$ cat src/rtl/glb_stream_egress.sv
// rtl/glb_stream_egress.sv - token FIFO feeding the GLB sink, closing the stream after TX_NUM done tokens
module glb_stream_egress #(
  parameter int          DEPTH      = 4,
  parameter int          TX_NUM     = 1,
  parameter logic [16:0] DONE_TOKEN = 17'h10100
) (
  input  logic        clk,
  input  logic        rst,
  input  logic        flush,
  input  logic [16:0] in_data,
  input  logic        in_valid,
  output logic        in_ready,
  output logic [16:0] out_data,
  output logic        out_valid,
  input  logic        out_ready,
  output logic        done,
  output logic [15:0] word_count
);

  localparam int AW = $clog2(DEPTH);
  localparam int CW = AW + 1;

  typedef enum logic [1:0] {IDLE, STREAM, DRAIN, DONE} state_t;

  state_t        state_q, state_d;
  logic          flush_q;
  logic [AW-1:0] wr_ptr_q, wr_ptr_d;
  logic [AW-1:0] rd_ptr_q, rd_ptr_d;
  logic [CW-1:0] count_q, count_d;
  logic [15:0]   done_seen_q, done_seen_d;
  logic [15:0]   word_count_q, word_count_d;
  logic [16:0]   mem [DEPTH];

  logic push;
  logic pop;
  logic done_hit;

  // Handshake and outputs: ready never looks at out_ready, so a full FIFO stays closed even while popping
  always_comb begin
    in_ready   = (state_q == STREAM) && (count_q < CW'(DEPTH));
    out_valid  = (state_q != IDLE) && (count_q != '0);
    out_data   = mem[rd_ptr_q];
    push       = in_valid && in_ready;
    pop        = out_valid && out_ready;
    done_hit   = push && (in_data == DONE_TOKEN);
    done       = (state_q == DONE);
    word_count = word_count_q;
  end

  // Next-state: flush overrides everything and discards the cycle's push/pop
  always_comb begin
    state_d      = state_q;
    wr_ptr_d     = wr_ptr_q;
    rd_ptr_d     = rd_ptr_q;
    count_d      = count_q;
    done_seen_d  = done_seen_q;
    word_count_d = word_count_q;
    if (flush) begin
      state_d      = IDLE;
      wr_ptr_d     = '0;
      rd_ptr_d     = '0;
      count_d      = '0;
      done_seen_d  = '0;
      word_count_d = '0;
    end else begin
      if (push) wr_ptr_d = wr_ptr_q + AW'(1);
      if (pop) begin
        rd_ptr_d = rd_ptr_q + AW'(1);
        if (word_count_q != 16'hFFFF) word_count_d = word_count_q + 16'd1;
      end
      if (push && !pop) count_d = count_q + CW'(1);
      else if (!push && pop) count_d = count_q - CW'(1);
      if (done_hit) done_seen_d = done_seen_q + 16'd1;
      case (state_q)
        IDLE:    if (flush_q) state_d = STREAM;
        STREAM:  if (done_hit && ((done_seen_q + 16'd1) == 16'(TX_NUM))) state_d = DRAIN;
        DRAIN:   if (count_d == '0) state_d = DONE;
        DONE:    state_d = DONE;
        default: state_d = IDLE;
      endcase
    end
  end

  // Control state registers
  always_ff @(posedge clk or posedge rst) begin
    if (rst) begin
      state_q      <= IDLE;
      flush_q      <= 1'b0;
      wr_ptr_q     <= '0;
      rd_ptr_q     <= '0;
      count_q      <= '0;
      done_seen_q  <= '0;
      word_count_q <= '0;
    end else begin
      state_q      <= state_d;
      flush_q      <= flush;
      wr_ptr_q     <= wr_ptr_d;
      rd_ptr_q     <= rd_ptr_d;
      count_q      <= count_d;
      done_seen_q  <= done_seen_d;
      word_count_q <= word_count_d;
    end
  end

  // Token storage; contents are meaningless while occupancy is zero, so no reset
  always_ff @(posedge clk) begin
    if (push && !flush) mem[wr_ptr_q] <= in_data;
  end

endmodule

$ cat config.mk
export PLATFORM = sky130hd
export DESIGN_NAME = glb_stream_egress
export DESIGN_NICKNAME = d
export VERILOG_FILES = /design/src/rtl/glb_stream_egress.sv
export SDC_FILE = /design/constraint.sdc
export NUM_CORES = 1
export LEC_CHECK = 0
export ABC_CLOCK_PERIOD_IN_PS = 5450
export CORE_UTILIZATION = 60
export CTS_BUF_LIST = sky130_fd_sc_hd__clkbuf_4 sky130_fd_sc_hd__clkbuf_8 sky130_fd_sc_hd__clkbuf_16
export DETAILED_ROUTE_END_ITERATION = 6
export PLACE_DENSITY = 0.85
export SETUP_SLACK_MARGIN = 0.15
export SKIP_CTS_REPAIR_TIMING = 1
export SYNTH_ARGS = -nofsm -noshare
export SYNTH_HDL_FRONTEND = slang
export SYNTH_SLANG_ARGS = --single-unit
$ cat constraint.sdc
create_clock -name clk -period 5.45 [get_ports clk]
set_clock_uncertainty 0.2 [all_clocks]
set_input_delay 0.8175 -clock clk [delete_from_list [all_inputs] [get_ports clk]]
set_output_delay 0.8175 -clock clk [all_outputs]
set_load 0.1 [all_outputs]
* After elaboration in Yosys (flattened, before gate mapping)
Memories as Yosys holds them, arrays and structs flattened.
Cells that the tools add are included.
Widths: inputs -> output; s select.
** Word-level totals
- Output and inout port bits :: 36
- Word-level logic and storage cells :: 66
- Memory bits (writable) :: 68
- Memories kept :: 1
- Register bits :: 42
- Input port bits :: 22
** Memory list
- mem :: depth 4, bits a word 17, read ports 1, clocked after Yosys merged registers in 0, write ports 1, line 32 : logic [16:0] mem [DEPTH];
** Cells by class
- Order comparisons :: 1
- Add/sub/neg operators :: 6
- Eq/ne operators :: 9
- Reduce and logical (&&, ||, !) cells :: 22
- Muxes and demuxes :: 20
** Operator list (count)
- $mux 16 :: 5
- $add 16x1->16 const B :: 2
- $eq 17x17->1 const B :: 1
- $eq 16x1->1 const B :: 1
- $mux 2 :: 8
- $ne 16x16->1 const B :: 1
- $mux 3 :: 4
- $reduce_bool 2->1 :: 5
- $logic_and 1x1->1 :: 9
- $pmux 2 s4 :: 1
- $ne 3x3->1 const B :: 2
- $add 2x1->2 const B :: 2
- $eq 2x2->1 const B :: 2
- $add 3x1->3 const B :: 1
- $logic_not 1->1 :: 3
- $logic_not 3->1 :: 1
- $lt 3x3->1 const B :: 1
- $ne 3x2->1 const B :: 1
- $reduce_and 3->1 :: 1
- $reduce_bool 3->1 :: 1
- $sub 3x1->3 const B :: 1
- $eq 2x1->1 const B :: 1
- $logic_not 2->1 :: 1
- $mux 1 :: 2
- $reduce_and 2->1 :: 1

* Depth between registers and ports, before layout
- Word-level depth :: 12
- Gate-level depth with buffers :: 8
- Depth with buffers taken out :: 8

* Least setup slack after synthesis
OpenSTA, ideal clock, no wires.
- Path kind :: register to register
- Start :: register state_q[1]
- End :: memory mem[0][0], enable pin
- Setup time :: 0.375 ns
- Period minus slack after synthesis :: 4.173 ns
- Path buffers :: 0
- Required time :: 4.875 ns
- Slack :: 1.277 ns
- Stages on the path, launching flop included :: 4
- Data arrival time :: 3.598 ns
- Cells stage by stage :: dfrtp_1 > nor3b_1 > and2_1 > and3_1
** Between the ends
- Word-level cells in the longest chain between the ends :: 6
** RTL lines
- start, declared :: line 25 : state_t state_q, state_d;
- start signal, assigned :: line 95 : state_q <= state_d;
- $eq 2x1->1 :: line 40 : in_ready = (state_q == STREAM) && (count_q < CW'(DEPTH));
- $logic_and 1x1->1 :: line 40
- named net in_ready :: line 12 : output logic in_ready,
- $logic_and 1x1->1 :: line 43 : push = in_valid && in_ready;
- $logic_and 1x1->1 :: line 107 : if (push && !flush) mem[wr_ptr_q] <= in_data;
- $mux 1 :: line 107
- $mux 1 (not written as such) :: line 107
- end, declared :: line 32
The timed path passes the listed nets, and every way through them passes these cells.

* Worst setup path in the final report
- Start :: register rd_ptr_q[0]
- End :: output port out_data[3]
** Between the ends
- Word-level cells in the longest chain between the ends :: 1
** RTL lines
- start, declared :: line 28 : logic [AW-1:0] rd_ptr_q, rd_ptr_d;
- start signal, assigned :: line 98 : rd_ptr_q <= rd_ptr_d;
- $mem_v2 4x17
- end, declared :: line 13 : output logic [16:0] out_data,
No other way between the ends.

==> flow_metrics.py <==
metrics = {
    "status": {
        "outcome": "complete, no violations",
    },
    "sta": {
        "rsz0062_at_grt": "no",
        "fmax_mhz": 244,
        "min_period_over_period_pct": 75.1,
        "worstMarginPinSlew_ns": 1.10,
        "slew_violations": 0,
        "timing.hold.ws_ns": 0.379,
        "slew_headroom_pct": 26.9,
        "setup-tns-final_ns": 0,
        "hold_violations": 0,
        "setup_viol": 0,
        "finalCriticalPeriod_ns": 4.09,
    },
    "setup_path": {
        "worstPathCellList": "mux4_2 > clkdlybuf4s50_1",
        "r2r_cells": 8,
        "endpoint": "out_data[3]",
        "cp_slowest_cell": "dfrtp_1",
        "timing.rr.end": "word_count[12]",
        "critPathMaxFanout": 19,
        "crit_type": "reg2out",
        "rrSetupSlack_ns": 2.81,
        "timing.rr.start": "count_q[0]",
        "cp.required_ns": 4.43,
        "cpPeakStageDelay_ns": 1.08,
        "crit_start": "rd_ptr_q[0]",
        "arrival_ns": 3.07,
        "critPathLaunchType": "register",
        "crit_path_end_kind": "output pin",
    },
    "clock_network": {
        "cts_max_level": 3,
        "tritoncts": "built",
        "insertion_delay_ns": 0.38,
        "root_buffer": "clkbuf_8",
        "clock_sinks": 110,
        "cts_buffers": 9,
        "clk_pin_slew_worst_paths_ns": 0.10,
        "clockBufferDepth": 2,
    },
    "route": {
        "vias": 3163,
        "drc_errors": 0,
        "wl_per_cell_um": 17.3,
        "ant_nets": 0,
        "viasPerCell": 5.96,
        "wirelength_um": 9200,
        "first_iter_violations": 154,
        "dr.pass1.iters": 5,
    },
    "synthesis": {
        "synth_area_sq_um": 4980,
        "synth_ff_type": "edfxtp_1",
        "synthDistinctLibCells": 52,
        "ys_seq_elements": 110,
        "synthArstFlopShare_pct": 38.2,
        "synth-edff-count": 68,
        "synth_nets": 401,
        "synth_area_per_cell_sq_um": 13.5,
        "synthCells": 369,
        "yosys_warnings": 0,
        "yosysSeqAreaShare_pct": 62.2,
    },
    "placement": {
        "io_buffers": 57,
        "gp_congestion": 0.809,
        "place_hpwl_um": 6270,
    },
    "floorplan": {
        "initial_utilization_pct": 63.1,
        "core_sq_um": 7890,
        "die_w_um": 93.1,
        "ios": 58,
        "fp.dieArea_sq_um": 8660,
        "fp.dieH_um": 93.1,
        "fp-row-count": 32,
    },
    "final_layout": {
        "finalNetCount": 456,
        "area_growth_pct": 17.2,
        "fillCellCount": 513,
        "drive_gt1_share_pct": 11.9,
        "num_antenna_cells": 0,
    },
    "power_and_ir_drop": {
        "power_density_nw_per_um2": 292,
        "ir_drop_v": 0.000167,
        "fin_total_pwr_mw": 1.70,
        "p_leak_nw": 2.10,
    },
    "global_route": {
        "antenna_found_initial": 0,
        "grt_pass1_vias": 3008,
        "grt.total_usage_pct": 23.2,
        "grt.overflow.total": 0,
        "grt_pass1_wl_um": 15100,
        "grt_max_degree": 44,
    },
    "flow_run": {
        "max_cap_violations": 0,
    },
    "hold_path": {
        "worst_hold_path_type": "reg2reg",
        "worstHoldStart": "word_count[14]",
    },
}
-- flip-flops by register name, summed over array words and instances, names as in the netlist --
name	cells
count_q	3
word_count	16
mem	68
wr_ptr_q	2
state_q	2
flush_q	1
rd_ptr_q	2
done_seen_q	16
-- per-stage QoR --
step           util, %  std cells  instance area [sq um]  worst slack (ns)
2_1_floorplan        -        369                   4980              1.28
3_3_place_gp      71.3        515                   5620              1.77
3_5_place_dp      71.3        515                   5620              1.71
4_1_cts           74.0        531                   5830              1.30
5_1_grt           74.0        531                   5830              1.18
6_report          74.0        531                   5830              1.36
-- cells in the final DEF (no fill, tap or decap), drive strengths merged, types with 2 or more instances in the layout --
master         synthesis  final
edfxtp                68     68
clkdlybuf4s50          0     57
dfrtp                 42     42
nor2                  41     41
nand2                 27     27
xor2                  23     23
nand3                 20     20
mux4                  17     17
inv                   10     13
nand4                 11     11
and3                  10     10
a21oi                 10     10
ha                    10     10
clkbuf                12     10
o21ai                  7      7
xnor2                  7      7
nor4                   5      5
and2                   4      4
or3                    4      4
or2                    3      3
and4                   3      3
nor3                   3      3
a311oi                 3      3
a31o                   2      2
a211oi                 2      2
mux2i                  2      2
nor2b                  2      2
buf                    3      2
or4                    2      2
nor3b                  2      2
-- critical path: cells and delay by family, from the launching register on --
| family | cells | cell delay [ns] |
|---|---|---|
| DFF | 1 | 1.08 |
| buffers and inverters | 1 | 0.99 |
| muxes | 1 | 0.62 |
-- power by group --
| group | switching (mW) | internal (mW) | total, mW |
|---|---|---|---|
| Clock | 0.279 | 0.226 | 0.506 |
| Combinational | 0.186 | 0.0895 | 0.275 |
| Sequential | 0.0206 | 0.901 | 0.921 |
| Total | 0.486 | 1.22 | 1.70 |
-- area by class of cell --
class	count	area, sq um	share of cell area (%)
multi-input cells	234	1780	30.5
clock buffers	10	131	2.25
flip-flops and latches	110	3090	53.0
inverters	10	37.5	0.644
well taps	102	128	2.19
clock inverters	6	77.6	1.33
repair buffers	59	586	10.0
-- logic make-up after synthesis --
group | Yosys count | synth area share, %
AOI/OAI and AO/OA | 35 | 4.88
muxes | 19 | 8.10
DFF | 110 | 62.2
adders and majority gates | 10 | 2.51
and+or+nand+nor | 140 | 15.0
xor gates and xnor gates | 30 | 5.28
buffers and inverters | 25 | 2.06
-- cells in the mapped netlist (2+ instances only) --
library cell | instances | area (sq um)
edfxtp_1 | 68 | 2040
dfrtp_1 | 42 | 1050
nor2_1 | 41 | 154
nand2_1 | 27 | 101
xor2_1 | 23 | 201
nand3_1 | 20 | 100
mux4_2 | 17 | 383
clkbuf_1 | 12 | 45.0
nand4_1 | 11 | 68.8
a21oi_1 | 10 | 50.1
and3_1 | 10 | 62.6
ha_1 | 10 | 125
inv_1 | 10 | 37.5
o21ai_0 | 7 | 35.0
xnor2_1 | 7 | 61.3
and2_1 | 4 | 25.0
and4_1 | 3 | 26.3
nor4_1 | 3 | 18.8
or2_2 | 3 | 18.8
or3_2 | 3 | 22.5
a211oi_1 | 2 | 15.0
a311oi_1 | 2 | 17.5
a31o_2 | 2 | 17.5
mux2i_1 | 2 | 20.0
nor2b_1 | 2 | 12.5
nor3_2 | 2 | 20.0
-- metal layers --
metal | wire length (um) | part of all wire [%] | track usage [%]
met1 | 3920 | 43 | 31.9
met2 | 4610 | 50 | 37.3
met3 | 524 | 5.7 | 3.82
met4 | 134 | 1.5 | 9.62
met5 | 0 | 0 | 0
-- worst min-delay path by stage --
stage	depth (start not counted)	to	slack [ns]
6_report	2	word_count[14]	0.38
5_1_grt	2	wr_ptr_q[1]	0.39
3_3_place_gp	2	word_count[1]	0.35
4_1_cts	2	wr_ptr_q[1]	0.39
3_5_place_dp	2	word_count[14]	0.36
2_1_floorplan	2	done_seen_q[6]	0.34
No activity file was read; power rests on OpenSTA's default activity.
